**config.mk**
```make
export PLATFORM = sky130hd
export DESIGN_NAME = like_alu
export DESIGN_NICKNAME = d
export VERILOG_FILES = /design/src/rtl/like_alu_pkg.sv /design/src/rtl/like_alu_adder.sv /design/src/rtl/like_alu.sv
export SDC_FILE = /design/constraint.sdc
export NUM_CORES = 1
export LEC_CHECK = 0
export ABC_AREA = 1
export BUFFER_PORTS_ARGS = -buffer_cell sky130_fd_sc_hd__buf_4
export CELL_PAD_IN_SITES_DETAIL_PLACEMENT = 0
export CELL_PAD_IN_SITES_GLOBAL_PLACEMENT = 1
export CORE_UTILIZATION = 31
export DETAILED_ROUTE_END_ITERATION = 8
export PLACE_DENSITY = 0.76
export SETUP_SLACK_MARGIN = 0.3
export SLEW_MARGIN = 30
export SYNTH_ARGS = -nofsm -noshare
export SYNTH_HDL_FRONTEND = slang
export SYNTH_HIERARCHICAL = 1
export SYNTH_SLANG_ARGS = --single-unit
export TNS_END_PERCENT = 20
```
**constraint.sdc**
```tcl
create_clock -name clk -period 0.8 [get_ports clk]
set_clock_uncertainty 0.1 [all_clocks]
set_input_delay 0.16 -clock clk [delete_from_list [all_inputs] [get_ports clk]]
set_output_delay 0.16 -clock clk [all_outputs]
set_load 0.01 [all_outputs]
```
**src/rtl/like_alu_pkg.sv**
```systemverilog
// Shared constants for the like_alu slice: default width and the 2-bit opcode map.
package like_alu_pkg;

  localparam int WIDTH_DEF = 5;

  typedef enum logic [1:0] {
    OP_ADD = 2'b00,
    OP_SUB = 2'b01,
    OP_AND = 2'b10,
    OP_OR  = 2'b11
  } op_e;

  // ADD and SUB both go through the adder; they are the only carry producers.
  function automatic logic op_uses_adder(input logic [1:0] sel);
    return (sel == OP_ADD) || (sel == OP_SUB);
  endfunction

endpackage

```
**src/rtl/like_alu_adder.sv**
```systemverilog
// WIDTH-bit ripple-carry adder with carry-in and carry-out; shared by ADD and SUB.
module like_alu_adder #(
  parameter int WIDTH = like_alu_pkg::WIDTH_DEF
) (
  input  logic [WIDTH-1:0] a,
  input  logic [WIDTH-1:0] b,
  input  logic             ci,
  output logic [WIDTH-1:0] s,
  output logic             co
);

  logic c;

  // Carry walks from bit 0 upward, one full-adder cell per bit.
  always_comb begin
    s = '0;
    c = ci;
    for (int i = 0; i < WIDTH; i++) begin
      s[i] = a[i] ^ b[i] ^ c;
      c    = (a[i] & b[i]) | (c & (a[i] ^ b[i]));
    end
    co = c;
  end

endmodule

```
**src/rtl/like_alu.sv**
```systemverilog
// Registered 4-op ALU (ADD/SUB/AND/OR), one-cycle latency.
// Define LIKE_ALU_FLAGS_EN to add registered carry/no-borrow and zero flag ports.
module like_alu
  import like_alu_pkg::*;
#(
  parameter int WIDTH = WIDTH_DEF
) (
  input  logic             clk,
  input  logic             rst_n,
  input  logic [WIDTH-1:0] inp_A,
  input  logic [WIDTH-1:0] inp_B,
  input  logic [1:0]       select,
`ifdef LIKE_ALU_FLAGS_EN
  output logic             carry,
  output logic             zero,
`endif
  output logic [WIDTH-1:0] out
);

  logic             is_sub;
  logic [WIDTH-1:0] add_b;
  logic [WIDTH-1:0] add_s;
  logic             add_co;
  logic [WIDTH-1:0] res;

  // SUB is A + ~B + 1, so the adder's carry-out reads as "no borrow".
  assign is_sub = (select == OP_SUB);
  assign add_b  = is_sub ? ~inp_B : inp_B;

  like_alu_adder #(.WIDTH(WIDTH)) u_adder (
    .a  (inp_A),
    .b  (add_b),
    .ci (is_sub),
    .s  (add_s),
    .co (add_co)
  );

  always_comb begin
    res = '0;
    unique case (select)
      OP_ADD,
      OP_SUB: res = add_s;
      OP_AND: res = inp_A & inp_B;
      OP_OR:  res = inp_A | inp_B;
      default: res = '0;
    endcase
  end

  always_ff @(posedge clk or negedge rst_n) begin
    if (!rst_n) out <= '0;
    else        out <= res;
  end

`ifdef LIKE_ALU_FLAGS_EN
  logic carry_nxt;
  logic zero_nxt;

  assign carry_nxt = op_uses_adder(select) & add_co;
  assign zero_nxt  = ~|res;

  // Flags clear on reset even though out is then zero.
  always_ff @(posedge clk or negedge rst_n) begin
    if (!rst_n) begin
      carry <= 1'b0;
      zero  <= 1'b0;
    end else begin
      carry <= carry_nxt;
      zero  <= zero_nxt;
    end
  end
`else
  logic unused_co;
  assign unused_co = add_co;
`endif

endmodule

```
# After elaboration in Yosys (flattened, before gate mapping)
# Index checks and enable logic that the tools add are counted.
# word_totals
ff_bits	5
latch_bits	0
ram_bits	0
rom_bits	0
inputBits	14
output_inout_bits	5
word_cells	33
mem_count	0
# op_classes
add_sub_neg	0
n_mul	0
n_div	0
n_lt_le_gt_ge	0
eq_ne	3
n_shift	0
mux	2
bitwise_logic	25
reduce_logical	2
# op_table
op	count
one-hot mux 5 bit (3 select lines)	1
XOR 1 bit	10
bitwise AND 1 bit	8
bitwise AND 5 bit	1
2-to-1 mux 5 bit	1
inverter 5 bit	1
OR 5 bit	1
== test 2 bit, second input constant	2
OR 1 bit	4
== test 2 x 1 -> 1 bit, second input constant	1
zero test 2 bit	1
OR reduction 2 bit	1

# Logic depth before layout (Yosys ltp)
# logic_depth
ltp_word	13
ltp_mapped	14

# Cells and area by module
# The synthesis kept the hierarchy.
# modules_own_cells
module	n_inst	cells_each	area_each_um2	seq_area_each_um2
like_alu	1	60	366.6	125.1
like_alu_adder	1	15	137.6	0.0

# Worst setup path after synthesis
# OpenSTA, ideal clock, no wires.
# synth_timing
kind	input to register
start	in select[1]
end	reg out[4]
setup_time_ps	68
arrival_ps	2527
t_required_ps	632
path_slack_ps	-1895
path_stages	14
cell_sequence	inv_2 -> nand2_2 -> xor2_1 -> fa_1 -> inv_1 -> fa_1 -> inv_1 -> fa_1 -> fa_1 -> inv_1 -> fa_1 -> inv_1 -> nand2_1 -> nand3_1
# synth_via
elab_chain_len	13
word_cells_on_any_way	25
classes_between	eq/ne (3); mux (2); bitwise (18); reduce/logical (2)
# synth_rtl
item	line_no	text
start: declaration	like_alu.sv:12	input logic [1:0] select,
== test 2 x 1 -> 1 bit (*)	like_alu.sv:27	assign is_sub = (select == OP_SUB);
2-to-1 mux 5 bit (*)	like_alu.sv:28	assign add_b = is_sub ? ~inp_B : inp_B;
via add_b[0]	like_alu.sv:21	logic [WIDTH-1:0] add_b;
XOR 1 bit	like_alu_adder.sv:20	c = (a[i] & b[i]) | (c & (a[i] ^ b[i]));
bitwise AND 1 bit	like_alu_adder.sv:20	
OR 1 bit (*)	like_alu_adder.sv:20	
bitwise AND 1 bit (*)	like_alu_adder.sv:20	
OR 1 bit (*)	like_alu_adder.sv:20	
bitwise AND 1 bit (*)	like_alu_adder.sv:20	
OR 1 bit (*)	like_alu_adder.sv:20	
bitwise AND 1 bit (*)	like_alu_adder.sv:20	
OR 1 bit (*)	like_alu_adder.sv:20	
XOR 1 bit (*)	like_alu_adder.sv:19	s[i] = a[i] ^ b[i] ^ c;
via add_s[4]	like_alu.sv:22	logic [WIDTH-1:0] add_s;
one-hot mux 5 bit (3 select lines) (*)	like_alu.sv:40	unique case (select)
via res[4]	like_alu.sv:24	logic [WIDTH-1:0] res;
end signal: assignment	like_alu.sv:51	else out <= res;
end: declaration	like_alu.sv:17	output logic [WIDTH-1:0] out
# Mark *: on every way through the listed nets, which the timed path passes. The rest lies on a longest branch.

# Worst setup path after layout
# Ends and elaborated chain as after synthesis.

==> flow_metrics.tcl <==
set metrics [dict create \
    htreeDepth 1 \
    cts.clk_slew.worst_paths_ns 0.04 \
    drt-wirelength-per-cell_um 8.413 \
    ys_warn_count 6 \
    peakVddDrop_mv 0.4124 \
    wirelength_mm 1.018 \
    cts.sinks 5 \
    hpwl_um 846.7 \
    cts_buffer_depth 2 \
    n_antenna_cell 0 \
    postRouteAntennaNets 0 \
    top_regs "out x5" \
    overflow 0 \
    crit_type "in -> reg" \
    drv_cap 0 \
    core_area_um2 1506 \
    avgSynthCellArea_um2 6.763 \
    drive_above_1_share 0.4095 \
    netlist_area_um2 500.5 \
    drc 0 \
    end_kind "flop" \
    num_vias 492 \
    ios 19 \
    min_period_ns 2.370 \
    finalWorstSetupSlack_ns -1.570 \
    rsz0062_at_grt "yes" \
    final_util 0.5573 \
    cts_tree "built" \
    die_w_um 42.18 \
    top_register "out" \
    drt_pass1_iterations 4 \
    cp-start-kind "input port" \
    initial_core_util 0.3322 \
    antenna_found_initial 0 \
    final.setup.tns_ns -5.499 \
    grt_pass1_wl_mm 1.849 \
    period_share 2.963 \
    finalSetupViolCount 10 \
    nNetsFinal 125 \
    cts_made_buffers 3 \
    grt_max_degree 8 \
    fp.dieH_um 42.18 \
    worstPathMaxFanout 3 \
    die-area_um2 1779 \
    first_global_vias 476 \
    relSlewSlack 0.8644 \
    largest_register_ffs 5 \
    hold_viol_final 0 \
    gp_congestion 0.7549 \
    port_buffers 18 \
    p_leak_uw 0.0004983 \
    syn_inst 74 \
    maxSlewViolCount 0 \
    syn_nets 93 \
    worstPathRequired_ns 0.87 \
    track_usage 0.1391 \
    violations "setup timing" \
    hp-class "in -> reg" \
    worst_pin_slew_ns 0.2028 \
    drtIter0Drc 3 \
    syn_to_final_growth_pct 67.75 \
    vias_per_cell 4.066 \
    power_density_nw_per_um2 1292 \
    clock.fmax_mhz 421.9 \
    outcome "finished, violations left" \
    floorplan.rows 14 \
    arrival_ns 2.44 \
    root_buffer "clkbuf_4" \
]
-- report_power, final --
group          internal, µW  total (µW)  switching [µW]
combinational           262         484             221
clock                   188         284            95.9
sequential              297         317            19.5
-- per-layer routing --
layer  routed length [µm]  global-route usage  up-vias
li1                     -                   -      264
met1                  438              0.1662      211
met2                  519              0.2338       15
met3                   50             0.01293        2
met4                    9             0.09375        0
met5                    0                   0        -
-- stage by stage --
step                      cells  setup slack, ns  cell area (µm²)  total power (µW)  hold WS [ns]
after global routing        121           -1.653            839.6              1185        0.1400
after global placement      116           -1.898            763.2             751.1       -0.1386
after CTS                   121           -1.572            835.8              1099        0.1145
final                       121           -1.570            839.6              1085        0.1175
after floorplan              74           -1.667            548.0             547.2       -0.2356
after detailed placement    116           -1.894            763.2             758.8       -0.1370
-- final cells by class --
cell class,instances,area [µm²]
clock buffers,4,26.28
fillers,147,666.9
inverters,25,110.1
multi-input cells,44,317.8
flip-flops and latches,5,125.1
well taps,16,20.02
repair buffers,27,240.2
-- path summary, 6_finish.rpt --
path / startpoint / end / slack [ns] / cells after the start
setup / recovery: select[1] / out[4] / -1.57 / 15
hold / removal: inp_B[4] / out[4] / 0.12 / 5
max in group asynchronous: rst_n / out[0] / 0.33 / 2
min in group asynchronous: rst_n / out[1] / 0.18 / 2
-- cells in the final DEF, fill, tap and decap left out, types with 2 or more instances in the layout --
| master | count |
|---|---|
| clkbuf_4 | 3 |
| nand2_1 | 26 |
| fa_2 | 4 |
| buf_6 | 6 |
| xor2_1 | 4 |
| dfrtp_1 | 5 |
| nor2_1 | 2 |
| buf_4 | 19 |
| inv_2 | 5 |
| nand3_1 | 3 |
| inv_1 | 19 |
-- timing repair --
action,4_1_cts,5_1_grt
buffers inserted,0,0
hold buffers,1,0
pin swaps,5,0
gates cloned,0,0
endpoints found under the hold margin,5,0
resized for setup,10,2
setup endpoints to repair,10,15
-- worst max-delay path, cell delays in order --
cell	delay (ns)
buf_12	0.12
inv_16	0.05
nand2_8	0.05
xor2_2	0.14
fa_2	0.34
inv_2	0.06
fa_2	0.18
inv_2	0.04
fa_2	0.33
fa_2	0.35
inv_2	0.06
fa_1	0.39
inv_1	0.06
nand2_1	0.05
nand3_1	0.07
(Power assumes the default switching activity.)
